==> config.mk <==
export PLATFORM = sky130hd
export DESIGN_NAME = uart_tx_arbiter
export DESIGN_NICKNAME = d
export VERILOG_FILES = /design/src/rtl/uart_tx_arbiter.sv
export SDC_FILE = /design/constraint.sdc
export NUM_CORES = 1
export LEC_CHECK = 0
export CORE_MARGIN = 1
export CORE_UTILIZATION = 33
export DETAILED_ROUTE_END_ITERATION = 8
export PLACE_DENSITY = 0.85
export SLEW_MARGIN = 10
export SYNTH_ARGS = -nofsm -noshare
export SYNTH_HDL_FRONTEND = slang
export SYNTH_SLANG_ARGS = --single-unit
export TNS_END_PERCENT = 50
==> constraint.sdc <==
create_clock -name ipClk -period 1.29 [get_ports ipClk]
set_input_delay 0.258 -clock ipClk [delete_from_list [all_inputs] [get_ports ipClk]]
set_output_delay 0.258 -clock ipClk [all_outputs]
set_load 0.01 [all_outputs]
==> src/rtl/uart_tx_arbiter.sv <==
// uart_tx_arbiter: packet-granular round-robin arbiter for the shared UART
// transmit packet stream. One source owns the stream from SoP to EoP. Bytes
// pass through a one-entry output register with a valid/ready handshake.
// Build option: define UART_TX_ARB_TIMEOUT_EN to enable the stall watchdog,
// which revokes the grant from a source that stops presenting bytes.
module uart_tx_arbiter #(
  parameter int NUM_REQ        = 2,
  parameter int TIMEOUT_CYCLES = 1024,
  parameter int IDW            = $clog2(NUM_REQ)
) (
  input  logic                   ipClk,
  input  logic                   reset,
  input  logic [NUM_REQ-1:0]     ipReq,
  input  logic [NUM_REQ-1:0]     ipValid,
  input  logic [NUM_REQ-1:0]     ipSoP,
  input  logic [NUM_REQ-1:0]     ipEoP,
  input  logic [8*NUM_REQ-1:0]   ipData,
  input  logic [8*NUM_REQ-1:0]   ipSource,
  input  logic [8*NUM_REQ-1:0]   ipDestination,
  input  logic [8*NUM_REQ-1:0]   ipLength,
  output logic [NUM_REQ-1:0]     opReady,
  output logic [NUM_REQ-1:0]     opGrant,
  output logic                   opTxValid,
  output logic                   opTxSoP,
  output logic                   opTxEoP,
  output logic [7:0]             opTxData,
  output logic [7:0]             opTxSource,
  output logic [7:0]             opTxDestination,
  output logic [7:0]             opTxLength,
  input  logic                   ipTxReady,
  output logic                   opTimeout,
  output logic [IDW-1:0]         opTimeoutId
);

  localparam logic [0:0] IDLE  = 1'b0;
  localparam logic [0:0] GRANT = 1'b1;

  typedef struct packed {
    logic       sop;
    logic       eop;
    logic [7:0] data;
    logic [7:0] src;
    logic [7:0] dst;
    logic [7:0] len;
  } txBeat_t;

  logic [0:0]     state;
  // lastGrant doubles as the index of the current owner while in GRANT
  logic [IDW-1:0] lastGrant;
  logic [IDW-1:0] pickIdx, hiIdx, loIdx;
  logic           hiFound;
  logic           selValid;
  txBeat_t        selBeat, txReg;
  logic           regFree, accept, acceptEop, timeoutHit;

  // Rotating priority: lowest requester above lastGrant, else lowest overall
  always_comb begin
    hiFound = 1'b0;
    hiIdx   = '0;
    loIdx   = '0;
    for (int i = NUM_REQ - 1; i >= 0; i--) begin
      if (ipReq[i]) begin
        loIdx = IDW'(i);
        if (i > int'(lastGrant)) begin
          hiFound = 1'b1;
          hiIdx   = IDW'(i);
        end
      end
    end
    pickIdx = hiFound ? hiIdx : loIdx;
  end

  // Mux the granted source's byte and header fields
  always_comb begin
    selValid = 1'b0;
    selBeat  = '0;
    for (int i = 0; i < NUM_REQ; i++) begin
      if (lastGrant == IDW'(i)) begin
        selValid     = ipValid[i];
        selBeat.sop  = ipSoP[i];
        selBeat.eop  = ipEoP[i];
        selBeat.data = ipData[8*i +: 8];
        selBeat.src  = ipSource[8*i +: 8];
        selBeat.dst  = ipDestination[8*i +: 8];
        selBeat.len  = ipLength[8*i +: 8];
      end
    end
  end

  assign regFree   = !opTxValid || ipTxReady;
  assign accept    = (state == GRANT) && selValid && regFree;
  assign acceptEop = accept && selBeat.eop;

  // Accept strobe goes only to the owner, and only when a load happens
  always_comb begin
    opReady = '0;
    if (accept) opReady[lastGrant] = 1'b1;
  end

`ifdef UART_TX_ARB_TIMEOUT_EN
  logic [15:0] wdCnt;
  logic        stall;

  // Only a silent owner counts; downstream backpressure is not a stall
  assign stall      = (state == GRANT) && !selValid;
  assign timeoutHit = stall && (wdCnt == 16'(TIMEOUT_CYCLES - 1));

  // Watchdog counter and revocation report
  always_ff @(posedge ipClk) begin
    if (reset) begin
      wdCnt       <= '0;
      opTimeout   <= 1'b0;
      opTimeoutId <= '0;
    end else begin
      opTimeout <= timeoutHit;
      if (timeoutHit) opTimeoutId <= lastGrant;
      if (state == IDLE || accept) wdCnt <= '0;
      else if (stall)              wdCnt <= wdCnt + 16'd1;
    end
  end
`else
  assign timeoutHit  = 1'b0;
  assign opTimeout   = 1'b0;
  assign opTimeoutId = '0;
`endif

  // Grant FSM: arbitrate in IDLE, hold the owner until EoP or revocation
  always_ff @(posedge ipClk) begin
    if (reset) begin
      state     <= IDLE;
      opGrant   <= '0;
      lastGrant <= IDW'(NUM_REQ - 1);
    end else begin
      case (state)
        IDLE: begin
          if (|ipReq) begin
            state     <= GRANT;
            opGrant   <= NUM_REQ'(1) << pickIdx;
            lastGrant <= pickIdx;
          end
        end
        default: begin
          if (acceptEop || timeoutHit) begin
            state   <= IDLE;
            opGrant <= '0;
          end
        end
      endcase
    end
  end

  // Output register: load on accept, otherwise drain when the transmitter takes it
  always_ff @(posedge ipClk) begin
    if (reset) begin
      opTxValid <= 1'b0;
      txReg     <= '0;
    end else if (accept) begin
      opTxValid <= 1'b1;
      txReg     <= selBeat;
    end else if (opTxValid && ipTxReady) begin
      opTxValid <= 1'b0;
    end
  end

  assign opTxSoP         = txReg.sop;
  assign opTxEoP         = txReg.eop;
  assign opTxData        = txReg.data;
  assign opTxSource      = txReg.src;
  assign opTxDestination = txReg.dst;
  assign opTxLength      = txReg.len;

endmodule

Word-level counts from Yosys, hierarchy flattened
Cells that the tools add are included.
Widths: inputs -> output; s select.
{"block": "word_totals", "output_inout_bits": 41, "word_cells": 46, "regBits": 39}
{"block": "classes", "n_eq_ne": 1, "magnitude_cmp": 3, "n_shift": 1, "bitwise": 1, "n_reduce_logical": 12, "muxes": 18}
{"operator": "$mux 34", "n": 1}
{"operator": "$mux 1", "n": 12}
{"operator": "$mux 2", "n": 4}
{"operator": "$logic_and 1x1->1", "n": 5}
{"operator": "$reduce_and 2->1", "n": 2}
{"operator": "$reduce_bool 2->1", "n": 2}
{"operator": "$lt 1x2->1 const B", "n": 1}
{"operator": "$ne 2x1->1 const B", "n": 1}
{"operator": "$reduce_or 2->1", "n": 1}
{"operator": "$shl 1x1->2 const A", "n": 1}
{"operator": "$demux 1 s1", "n": 1}
{"operator": "$ge 1x1->1 const B", "n": 1}
{"operator": "$gt 1x1->1 const A", "n": 1}
{"operator": "$logic_not 1->1", "n": 1}
{"operator": "$logic_or 1x1->1", "n": 1}
{"operator": "$not 1->1", "n": 1}

Depth between registers and ports, before layout
{"block": "logic_depth", "depth_word": 7, "depth_mapped": 6, "ltp_nobuf": 3}

Least setup slack after synthesis
No wires, ideal clock.
{"block": "synth_timing", "path_type": "register to output", "startpoint": "register lastGrant", "endpoint": "output opReady[0]", "path_buffers": 3, "stages_incl_launch_ff": 5, "path_slack_ps": -169, "arrival_ps": 1201, "cell_sequence": "dfxtp_1 buf_4 buf_6 buf_4 nor4_1"}
{"block": "synth_via", "elab_chain_len": 5, "word_cells_on_any_way": 9, "cone_classes": "order compare: 2; mux: 4; reduce/logical: 3"}
{"element": "start, declared", "line_no": "49", "text": "logic [IDW-1:0] lastGrant;"}
{"element": "start signal, assigned", "line_no": "132", "text": "lastGrant <= IDW'(NUM_REQ - 1);"}
{"element": "start signal, assigned", "line_no": "139", "text": "lastGrant <= pickIdx;"}
{"element": "$lt 1x2->1 (not written as such) or $ge 1x1->1 (tied branches)", "line_no": "97", "text": "if (accept) opReady[lastGrant] = 1'b1;"}
{"element": "$logic_and 1x1->1 (not written as such)", "line_no": "97"}
{"element": "$mux 1 (not written as such)", "line_no": "97"}
{"element": "$demux 1 s1", "line_no": "97"}
{"element": "$mux 2 (*)", "line_no": "97"}
{"element": "end, declared", "line_no": "21", "text": "output logic [NUM_REQ-1:0] opReady,"}
Every way passes the cells marked *; elsewhere a longest branch is shown, timed or not.

Final worst setup path
{"block": "layout_timing", "startpoint": "register lastGrant", "endpoint": "output opReady[1]"}
Same word-level chain as after synthesis.

==> key figures <==
Synth
  – Count leader, synth: dfxtp_1
  – Mapped cell area: 1940 um2
  – Post-Synth Adder-Cell Area: 0
  – Largest family of logic cells by synthesized area: compound AO/OA/AOI/OAI gates
  – Fraction of the mapped netlist area in simple logic gates: 0.0457
  – Top post-synthesis cells by count: dfxtp_1 (39), a211oi_1 (34), a31oi_1 (34), mux2i_1 (34), clkbuf_1 (10)
  – Ys flop type: dfxtp_1
  – Post-synth EDFFs: 0
  – YS warnings: 0
  – Synth top area share: 0.402
  – Ys async rst share: 0
  – Mux contribution to synthesized area: 0.195
  – Synth area leaders: dfxtp_1 (40%), mux2i_1 (18%), a211oi_1 (13%), a31oi_1 (11%), buf_4 (3.1%)
  – Yosys top cell by area: dfxtp_1
  – Post-synthesis compound-gate area fraction: 0.273
  – Mapped Cells: 193
  – Sequential-to-total area share from yosys stat: 0.402
  – Flop and latch count out of synthesis: 39
  – Xor/xnor cell area share of the yosys netlist: 0
  – Syn_area_per_cell: 10.1 um2
  – Synth cell types: 29

Layout
  – N_diodes: 0
  – Final core utilization: 0.575
  – Layout area overhead: 65.1%
  – FILL cells: 524
  – Ratio of cells with drive above 1 in the final layout: 0.105
  – Nets: 379

STA
  – Final worst slack: -0.233 ns
  – Final setup TNS: -3.63 ns
  – Final Hold Vio Count: 0
  – Setup Skew: 0.00441 ns
  – Max Slew Vio Count: 0
  – # setup viols final: 39
  – RSZ-0062 raised after global routing: true
  – Fin crit period: 1.52 ns
  – F_max: 657 MHz
  – Final period utilization: 1.18

GRT
  – First-pass GRT wire length: 9.52 mm
  – Vias in the first global route: 1921
  – Gr usage total: 0.198
  – Initial antenna violation count: 0
  – Pin count of the biggest net entering global routing: 40
  – GRT overflow: 0

Run status
  – Status: complete, but fails checks
  – Failing checks: setup timing

Detailed routing
  – WL/cell: 16.0 um
  – Final WL: 6.03 mm
  – Antenna Nets Post-Route: 0
  – Initial DRC Count: 61
  – Vias per inst: 5.35
  – Via count: 2017
  – Final routed DRC violation total: 0
  – Drt pass-1 iters: 4

Setup path
  – Worst path required time: 1.03 ns
  – Startpoint class of the critical path: flip-flop
  – Crit end category: output port
  – R2r setup slk: -0.15 ns
  – CP max FO: 4
  – Worst EP arrival: 1.26 ns
  – Crit path kind: reg2out

Clocking
  – CTS Hold Bufs: 0
  – Clk sinks: 39
  – Clock transition at path regs: 0.07 ns
  – CTS tree: yes
  – Clk_lat worst skew: 0.29 ns
  – CTS Buf Count: 5
  – Root buffer cell: clkbuf_8
  – H-tree Lvls: 2
  – Worst-case clock buffer depth: 2
  – Post-CTS Setup Repair Bufs: 0

Die
  – Ports: 116
  – Die ar.: 6200 um2
  – DIE WIDTH: 78.7 um
  – Initial core utilization: 0.348
  – Core area: 5570 um2
  – FP Rows: 27
  – Die Y-Extent: 78.7 um

Placement
  – Gp weighted congestion: 0.719
  – Pre-CTS setup slack: -0.758 ns
  – Dpl hpwl: 4.00 mm
  – Port Buffer Count: 113

Hold path
  – Hold Path Class: in2reg

Job
  – Max-Cap Viols: 0

Pwr
  – Pwr per Cell Area: 1090 nW/um2
  – Leakage: 1.45 nW
  – Total power: 3.50 mW
  – Worst vdd ir: 516 uV
==> logic make-up after synthesis <==
family | count (synthesis)
compound gates | 76
other cells | 1
mux | 36
buf+inv | 26
flops | 39
simple gates | 15
==> per-stage QoR <==
step / area (um2) / cells / hold WS (ns)
after floorplan: 1960 / 194 / 0.390
after global placement: 3130 / 367 / 0.457
after detailed placement: 3130 / 367 / 0.486
after CTS: 3190 / 377 / 0.495
after global routing: 3210 / 377 / 0.440
final: 3210 / 377 / 0.412
==> critical path, stage by stage, from the launching register on <==
cell and delay (ns):
dfxtp_4 0.36, mux2i_4 0.31, nor3_4 0.06, and2_4 0.14, buf_6 0.11
==> registers in the layout (all words and copies together) (netlist names) <==
signal / flops
opGrant: 2
lastGrant: 1
opTxValid: 1
opTxData: 8
opTxSource: 8
opTxDestination: 8
state: 1
opTxSoP: 1
opTxLength: 8
opTxEoP: 1
==> area by class of cell <==
| type | count | area, um2 | area share |
|---|---|---|---|
| clock buffer | 7 | 76.3 | 0.0238 |
| clock inverter | 1 | 5.00 | 0.00156 |
| inverter | 1 | 3.75 | 0.00117 |
| multi-input combinational | 131 | 1050 | 0.328 |
| sequential | 39 | 785 | 0.245 |
| tap | 72 | 90.1 | 0.0281 |
| timing repair buffer | 126 | 1190 | 0.373 |
==> cells in the final DEF, fill, tap and decap left out, drive strengths merged, types with 2 or more instances in the layout <==
cell type and n:
buf 15, a211oi 34, nand2b 2, a31oi 34, nor2 3, nor4 2
mux2i 35, clkdlybuf4s50 71, dfxtp 39, dlygate4sd2 38, nand2 3, mux2 3
conb 2, clkbuf 8
==> per-layer routing <==
metal | wire [um] | GRT usage
met1 | 2490 | 0.232
met2 | 2950 | 0.337
met3 | 541 | 0.0747
met4 | 55 | 0.0537
met5 | 0 | 0
==> timing repair <==
action                     in CTS  in global routing
resized for setup              51                  7
pin swaps                       2                  2
setup endpoints to repair      77                 42
gates cloned                    2                  0
==> path summary, 6_finish.rpt <==
| check | startpoint | to | cells after the start |
|---|---|---|---|
| worst min-delay path | ipTxReady | opTxValid | 4 |
| worst min register to register | opGrant[1] | opGrant[1] | 2 |
| worst max-delay path | lastGrant | opReady[1] | 4 |
| worst max register to register | lastGrant | opTxDestination[6] | 4 |
==> power by group <==
part	leakage, nW	total [mW]	switching (mW)	internal [mW]
combinational	1.09	1.27	0.614	0.659
sequential	0.321	1.43	0.0736	1.36
clock	0.0422	0.796	0.417	0.380
total	1.45	3.50	1.10	2.39
Power figures use the tool's default switching activity.
